## src/rtl/fft_pkg.sv

```systemverilog
// Shared types and sizing helpers for the FFT frame sequencer.
package fft_pkg;

    localparam int FFT_SCALE_W = 8;
    localparam int FRAME_CNT_W = 16;

    typedef enum logic [2:0] {
        ST_IDLE,
        ST_COMMIT,
        ST_CFG_WAIT,
        ST_LOAD,
        ST_DRAIN,
        ST_DONE,
        ST_ERROR
    } fft_state_e;

    function automatic int cnt_width(input int frame_len);
        return (frame_len > 1) ? $clog2(frame_len) : 1;
    endfunction

endpackage

```

## src/rtl/fft_frame_counter.sv

```systemverilog
// Counts accepted input beats and flags the final beat of a frame.
module fft_frame_counter
    import fft_pkg::*;
#(
    parameter int FRAME_LEN = 1024
) (
    input  logic clk,
    input  logic resetn,
    input  logic clr,
    input  logic beat,
    output logic last
);

    localparam int CW = cnt_width(FRAME_LEN);
    localparam logic [CW-1:0] TERM = CW'(FRAME_LEN - 1);

    logic [CW-1:0] count;

    always_ff @(posedge clk or negedge resetn) begin
        if (!resetn) begin
            count <= '0;
        end else if (clr || (beat && last)) begin
            count <= '0;
        end else if (beat) begin
            count <= count + CW'(1);
        end
    end

    assign last = (count == TERM);

endmodule

```

## src/rtl/fft_sequencer.sv

```systemverilog
// Start/config/frame/drain sequencer in front of fft_config and the FFT core.
// state     | meaning
// IDLE      | waiting for a software start
// COMMIT    | one-cycle commit pulse to fft_config
// CFG_WAIT  | waiting for the config beat to be accepted (timed)
// LOAD      | passing FRAME_LEN samples to the core, tlast generated here
// DRAIN     | waiting for the core output frame to end (timed)
// DONE      | one-cycle completion pulse, frame count bump
// ERROR     | sticky error, left only by a start or an abort
module fft_sequencer
    import fft_pkg::*;
#(
    parameter int FRAME_LEN      = 1024,
    parameter int DATA_WIDTH     = 32,
    parameter int TIMEOUT_CYCLES = 65535
) (
    input  logic                   clk,
    input  logic                   resetn,
    input  logic                   sw_start,
    input  logic                   sw_abort,
    input  logic [FFT_SCALE_W-1:0] sw_scale_sch,
    input  logic                   sw_forward,
    output logic [FFT_SCALE_W-1:0] scaleSch,
    output logic                   forward,
    output logic                   commit,
    input  logic                   cfg_tvalid,
    input  logic                   cfg_tready,
    input  logic [DATA_WIDTH-1:0]  s_tdata,
    input  logic                   s_tvalid,
    output logic                   s_tready,
    output logic [DATA_WIDTH-1:0]  m_tdata,
    output logic                   m_tvalid,
    input  logic                   m_tready,
    output logic                   m_tlast,
    input  logic                   out_tvalid,
    input  logic                   out_tready,
    input  logic                   out_tlast,
    input  logic                   event_tlast_unexpected,
    input  logic                   event_tlast_missing,
    output logic                   busy,
    output logic                   done,
    output logic                   err,
    output logic [FRAME_CNT_W-1:0] frames_done
);

    localparam int TMO_W = $clog2(TIMEOUT_CYCLES + 1);

    fft_state_e       state, state_next;
    logic [TMO_W-1:0] tmo_cnt;
    logic             cfg_hs, out_hs, core_evt, beat, last, cnt_clr;

    always_comb begin
        state_next = state;
        cfg_hs     = cfg_tvalid && cfg_tready;
        out_hs     = out_tvalid && out_tready && out_tlast;
        core_evt   = event_tlast_unexpected || event_tlast_missing;
        beat       = (state == ST_LOAD) && s_tvalid && m_tready;
        case (state)
            ST_IDLE:     if (sw_start) state_next = ST_COMMIT;
            ST_COMMIT:   state_next = ST_CFG_WAIT;
            ST_CFG_WAIT: begin
                if (cfg_hs)              state_next = ST_LOAD;
                else if (tmo_cnt == '0)  state_next = ST_ERROR;
            end
            ST_LOAD: begin
                if (core_evt || out_hs)  state_next = ST_ERROR;
                else if (beat && last)   state_next = ST_DRAIN;
            end
            ST_DRAIN: begin
                if (core_evt)            state_next = ST_ERROR;
                else if (out_hs)         state_next = ST_DONE;
                else if (tmo_cnt == '0)  state_next = ST_ERROR;
            end
            ST_DONE:     state_next = ST_IDLE;
            ST_ERROR:    if (sw_start) state_next = ST_COMMIT;
            default:     state_next = ST_IDLE;
        endcase
        if (sw_abort) state_next = ST_IDLE;
        cnt_clr = sw_abort || (state_next == ST_ERROR);
    end

    // Timeout is a down-counter loaded on entry to each timed state.
    always_ff @(posedge clk or negedge resetn) begin
        if (!resetn) begin
            state       <= ST_IDLE;
            tmo_cnt     <= '0;
            scaleSch    <= '0;
            forward     <= 1'b0;
            err         <= 1'b0;
            frames_done <= '0;
        end else begin
            state <= state_next;
            if (sw_abort) begin
                tmo_cnt <= '0;
            end else if (state == ST_COMMIT ||
                         (state == ST_LOAD && state_next == ST_DRAIN)) begin
                tmo_cnt <= TMO_W'(TIMEOUT_CYCLES - 1);
            end else if ((state == ST_CFG_WAIT || state == ST_DRAIN) && tmo_cnt != '0) begin
                tmo_cnt <= tmo_cnt - TMO_W'(1);
            end
            if (state_next == ST_COMMIT && state != ST_COMMIT) begin
                scaleSch <= sw_scale_sch;
                forward  <= sw_forward;
            end
            if (state_next == ST_ERROR) begin
                err <= 1'b1;
            end else if (state_next == ST_COMMIT) begin
                err <= 1'b0;
            end
            if (state == ST_DONE) begin
                frames_done <= frames_done + FRAME_CNT_W'(1);
            end
        end
    end

    fft_frame_counter #(.FRAME_LEN(FRAME_LEN)) u_frame_counter (
        .clk    (clk),
        .resetn (resetn),
        .clr    (cnt_clr),
        .beat   (beat),
        .last   (last)
    );

    assign commit   = (state == ST_COMMIT);
    assign done     = (state == ST_DONE);
    assign busy     = !(state == ST_IDLE || state == ST_DONE || state == ST_ERROR);
    assign s_tready = (state == ST_LOAD) && m_tready;
    assign m_tvalid = (state == ST_LOAD) && s_tvalid;
    assign m_tdata  = (state == ST_LOAD) ? s_tdata : '0;
    assign m_tlast  = (state == ST_LOAD) && last;

endmodule

```

## config.mk

```make
export PLATFORM = sky130hd
export DESIGN_NAME = fft_sequencer
export DESIGN_NICKNAME = d
export VERILOG_FILES = /design/src/rtl/fft_pkg.sv /design/src/rtl/fft_frame_counter.sv /design/src/rtl/fft_sequencer.sv
export SDC_FILE = /design/constraint.sdc
export NUM_CORES = 1
export LEC_CHECK = 0
export BUFFER_PORTS_ARGS = -buffer_cell sky130_fd_sc_hd__buf_2
export CORE_UTILIZATION = 40
export DETAILED_ROUTE_END_ITERATION = 6
export GPL_TIMING_DRIVEN = 0
export PLACE_DENSITY = 0.71
export RECOVER_POWER = 100
export SETUP_SLACK_MARGIN = 0.3
export SYNTH_ARGS = -nofsm -noshare
export SYNTH_HDL_FRONTEND = slang
export SYNTH_SLANG_ARGS = --single-unit
export TNS_END_PERCENT = 30
```

## constraint.sdc

```tcl
create_clock -name clk -period 3.2 [get_ports clk]
set_input_delay 0.32 -clock clk [delete_from_list [all_inputs] [get_ports clk]]
set_output_delay 0.32 -clock clk [all_outputs]
set_load 0.01 [all_outputs]
```

==> metrics.txt, run 1 <==
first-pass GRT wire length 12,200 um; number of max-cap violations 0; Total GRT Usage 18.0%; nets 498; drt pass-1 iters 6; Bufs and invs on worst path 1; setup slack, reg-to-reg 0.31 ns; vias 2,732; Place WS 0.348 ns; crit-path max cell delay 0.56 ns; Critical Path RT 3.43 ns; min-delay worst type in2reg; initial antenna violation count 0; gpl congestion 0.848; Pleak 1.74 nW; ANT nets after route 0; share of cells above drive strength 1 24.4%; Final setup viols 0; Post-synth ARST share 100%; wire length per cell 13.7 um; P per Cell Area 498 nW/um2; Slew HR 10.2%; commonest non-fill, non-tap cell in the layout buf_2; setup_tns 0 ns; Hold Path Depth 2; CP startpoint kind flop; DP HPWL 5440 um; worst vdd ir 0.000288 V; #FFs+latches synth 55; Hold Vio Cnt, Final 0; fillers 743; Final Skew 0.0126 ns; Vias per Instance 5.05; drt drc 0; Final WS setup 0.308 ns; cell count after synthesis 316; cts bufs inserted 5; crit share post-route 90.4%; vias in the first global route 2,618; CTS tree done; Final Max Slew Viols 0; Critical Path Sink Type flop; sequential area share after synthesis 43.8%; Worst-Margin Slew 1.35 ns; GRT overflow 0; Synth Flop Type dfrtp_1; Synth Area per Inst 9.93 um2; critical path peak fanout 10; Cell Chain, Critical Path ha_1, nand4_1, or4_1, and3_1, a211oi_4, o21ai_0, a211o_1, buf_8, a21oi_1; IO Pins 118; CP delay by family, top compound AO/OA/AOI/OAI gates; H-tree levels 2; core area 7410 um2; number of synthesized flops with an enable pin 0; die area 8210 um2; CTS Root Cell clkbuf_8; DIE WIDTH 90.6 um; num rows 31; fmax 346 MHz; Setup CP Type reg2reg; Die Height 90.6 um; status finished, final reports clean; Initial Utilization 42.4%; n_diodes 0; number of buffers added on ports 116; Worst EP arrival 3.13 ns; synthesized area 3140 um2; routed wire length 7390 um; post-route insts no fill 541; Register-to-Register Path Depth 9; most frequent cells in the layout buf_2 (70), clkbuf_1 (56), dfrtp_1 (55); Sink Count 55; Yosys warnings 0; unrepaired setup endpoints after global routing yes; Reg clk slew, reported paths 0.11 ns; DRT iter0 DRCs 98; cell depth of the worst setup path 9; post-synth net total 373; fin crit period 2.89 ns; post-synth cell types 52; Pwr Total 1.92 mW; Area growth syn-to-layout 22.9%; placed cell count 531; Worst-Skew Late Latency 0.32 ns; clock buffer depth 2; Slowest cell on crit path or4_1; largest net degree at the start of global routing 56; final core occ 52.1%
[state kept, by name, summed over array words and instances, names as in the netlist]
register	flops
u_frame_counter.count	10
err	1
forward	1
state	3
scaleSch	8
tmo_cnt	16
frames_done	16
[per-stage QoR]
step | hold WS [ns] | cell area (um2)
after CTS | 0.219 | 3940
after floorplan | 0.0244 | 3140
after global routing | 0.219 | 3860
after detailed placement | 0.457 | 3840
after global placement | 0.459 | 3840
final | 0.228 | 3860
[where the power goes]
group / total, mW / switching (mW) / internal [mW]
sequential: 0.910 / 0.0984 / 0.812
combinational: 0.609 / 0.334 / 0.275
clock: 0.402 / 0.241 / 0.162
[what timing repair did]
item / in CTS / in global routing
hold buffers: 0 / 0
setup buffers: 0 / 1
endpoints found under the setup margin: 0 / 16
gates resized for setup: 0 / 4
[routing by layer]
metal  global-route usage, %  share of wire (%)  vias to the layer above
met3                    2.61                2.4                        7
met2                    30.0                 50                       35
met4                    3.49                1.0                        0
met5                       0                  0                        -
li1                        -                  -                     1354
met1                    25.0                 47                     1336
[final cells by class]
cell class | instances | area, um2 | area share [%]
Buffer | 11 | 55.1 | 1.43
Clock inverter | 3 | 26.3 | 0.681
Clock buffer | 5 | 68.8 | 1.78
Multi-Input combinational cell | 245 | 1660 | 43.0
Tap cell | 99 | 124 | 3.21
Timing Repair Buffer | 117 | 526 | 13.6
Inverter | 6 | 22.5 | 0.584
Sequential cell | 55 | 1380 | 35.7
[cells by family after synthesis]
logic type | Yosys count | share of synthesized area (%)
xor+xnor | 35 | 9.76
buf+inv | 17 | 2.51
fa+ha+maj | 3 | 1.20
flops | 55 | 43.8
simple gates | 149 | 27.8
mux | 10 | 3.55
compound gates | 47 | 11.3
[worst paths after layout]
path | startpoint | endpoint
setup / recovery | u_frame_counter.count[0]$_DFFE_PN0P_ | tmo_cnt[10]$_DFFE_PN0P_
hold / removal | sw_scale_sch[4] | scaleSch[4]$_DFFE_PN0P_
setup reg to reg | u_frame_counter.count[0]$_DFFE_PN0P_ | tmo_cnt[10]$_DFFE_PN0P_
hold reg to reg | frames_done[15]$_DFFE_PN0P_ | frames_done[15]$_DFFE_PN0P_
max in group asynchronous | resetn | tmo_cnt[1]$_DFFE_PN0P_
min in group asynchronous | resetn | tmo_cnt[2]$_DFFE_PN0P_
[cells in the mapped netlist (all sizes together), types with 2 or more instances]
master / number / area [um2]
ha: 3 / 37.5
nor4bb: 2 / 20.0
nor2: 21 / 78.8
nand2: 22 / 82.6
nand2b: 2 / 12.5
and3: 5 / 31.3
inv: 6 / 22.5
nand3: 16 / 85.1
mux2: 9 / 101
dfrtp: 55 / 1380
clkbuf: 7 / 26.3
a21o: 2 / 15.0
a211oi: 2 / 27.5
a21boi: 4 / 33.8
o21ai: 8 / 43.8
or4: 3 / 26.3
or3: 5 / 31.3
and3b: 2 / 17.5
and2: 38 / 238
buf: 4 / 30.0
nand3b: 2 / 15.0
and4: 2 / 17.5
xnor2: 25 / 219
or2: 5 / 31.3
nand4: 8 / 56.3
a21oi: 21 / 143
xor2: 10 / 87.6
nor4: 7 / 73.8
nor3: 6 / 30.0
(Power assumes the default switching activity.)
==> run 2: changes to the inputs <==
- MAX_ROUTING_LAYER: unset -> met4
==> run 2 against run 1 <==
Net effect: critical path depth did not move; largest cell class unchanged; clock power about the same; cell count unchanged; worst hold slack lost 0.00072 ns; via count is 0.40% lower; critical path type unchanged; non-clock buffer count did not move.
==> metrics.txt, run 2 (synthesis gave the netlist of run 1 again) <==
Final Skew 0.0125 ns; GR Util met1 25.4%; ANT nets after route 0; number of buffers added on ports 116; wire length per cell 13.7 um; cts bufs inserted 5; setup_tns 0 ns; min-delay worst type in2reg; CTS tree done; vias in the first global route 2,612; GRT met2 Usage 29.9%; commonest non-fill, non-tap cell in the layout buf_2; Die Height 90.6 um; largest registers frames_done (16), tmo_cnt (16), u_frame_counter.count (10); largest net degree at the start of global routing 56; placed cell count 531; worst vdd ir 0.000291 V; Sink Count 55; final core occ 52.3%; Critical Path RT 3.44 ns; drt pass-1 iters 4; DIE WIDTH 90.6 um; fmax 346 MHz; Reg clk slew, reported paths 0.11 ns; post-route insts no fill 541; Critical Path Sink Type flop; Vias per Instance 5.03; Initial Utilization 42.4%; n_diodes 0; Hold Vio Cnt, Final 0; core area 7410 um2; GRT met3 Usage 2.61%; CP startpoint kind flop; Slew HR 10.1%; crit share post-route 90.2%; DP HPWL 5440 um; CTS Root Cell clkbuf_8; first-pass GRT wire length 12,200 um; Area growth syn-to-layout 23.5%; share of cells above drive strength 1 25.6%; Worst EP arrival 3.12 ns; Bufs and invs on worst path 1; vias 2,721; IO Pins 118; Pwr Total 1.93 mW; Setup CP Type reg2reg; clock buffer depth 2; Total GRT Usage 18.6%; Final setup viols 0; Worst-Margin Slew 1.35 ns; P per Cell Area 498 nW/um2; status finished, final reports clean; H-tree levels 2; die area 8210 um2; Slowest cell on crit path or4_1; Worst-Skew Late Latency 0.32 ns; Pleak 1.74 nW; critical path peak fanout 10; CP delay by family, top compound AO/OA/AOI/OAI gates; number of max-cap violations 0; GRT overflow 0; most frequent cells in the layout buf_2 (70), clkbuf_1 (56), dfrtp_1 (55); drt drc 0; Cell Chain, Critical Path ha_1, nand4_1, or4_1, and3_1, a211oi_4, o21ai_0, a211o_1, buf_8, a21oi_1; fin crit period 2.89 ns; DRT iter0 DRCs 102; initial antenna violation count 0; routed wire length 7410 um; num rows 31; Final Max Slew Viols 0; crit-path max cell delay 0.55 ns; unrepaired setup endpoints after global routing yes; fillers 735; GRT busiest layer met2; nets 498; gpl congestion 0.861
-- run 2: through the flow --
step | hold slack, ns | setup slack [ns] | cell area [um2]
2_1_floorplan | 0.0244 | 0.670 | 3140
3_3_place_gp | 0.459 | 0.420 | 3840
3_5_place_dp | 0.457 | 0.348 | 3840
4_1_cts | 0.219 | 0.318 | 3940
5_1_grt | 0.219 | 0.144 | 3880
6_report | 0.227 | 0.313 | 3880
-- run 2: power by group --
part	switching (mW)	leakage [nW]	internal [mW]
Combinational	0.340	0.952	0.279
Sequential	0.0978	0.736	0.812
Clock	0.242	0.0491	0.162
Total	0.680	1.74	1.25
-- run 2: routing by layer --
layer / wire (um) / share of wire (%)
met5: 0 / 0
met4: 77 / 1.0
met3: 207 / 2.8
met2: 3680 / 50
met1: 3450 / 47
-- run 2: cell type report --
| class | count | area [um2] | area share (%) |
|---|---|---|---|
| Timing Repair Buffer | 117 | 526 | 13.6 |
| Tap cell | 99 | 124 | 3.19 |
| Clock inverter | 3 | 26.3 | 0.678 |
| Inverter | 6 | 22.5 | 0.581 |
| Multi-Input combinational cell | 245 | 1680 | 43.3 |
| Buffer | 11 | 55.1 | 1.42 |
| Sequential cell | 55 | 1380 | 35.5 |
| Clock buffer | 5 | 68.8 | 1.77 |
-- run 2: repair_timing --
item	in CTS	in global routing
setup endpoints to repair	0	16
gates resized for setup	0	4
setup buffers	0	1
hold buffers	0	0
-- run 2: worst paths after layout --
kind	start	to	slack, ns	cells after the start
max	u_frame_counter.count[0]$_DFFE_PN0P_	tmo_cnt[5]$_DFFE_PN0P_	0.31	9
min	sw_scale_sch[4]	scaleSch[4]$_DFFE_PN0P_	0.23	2
max reg2reg	u_frame_counter.count[0]$_DFFE_PN0P_	tmo_cnt[5]$_DFFE_PN0P_	0.31	9
min reg2reg	frames_done[15]$_DFFE_PN0P_	frames_done[15]$_DFFE_PN0P_	0.48	1
max in group asynchronous	resetn	tmo_cnt[1]$_DFFE_PN0P_	2.09	1
min in group asynchronous	resetn	tmo_cnt[11]$_DFFE_PN0P_	0.30	1
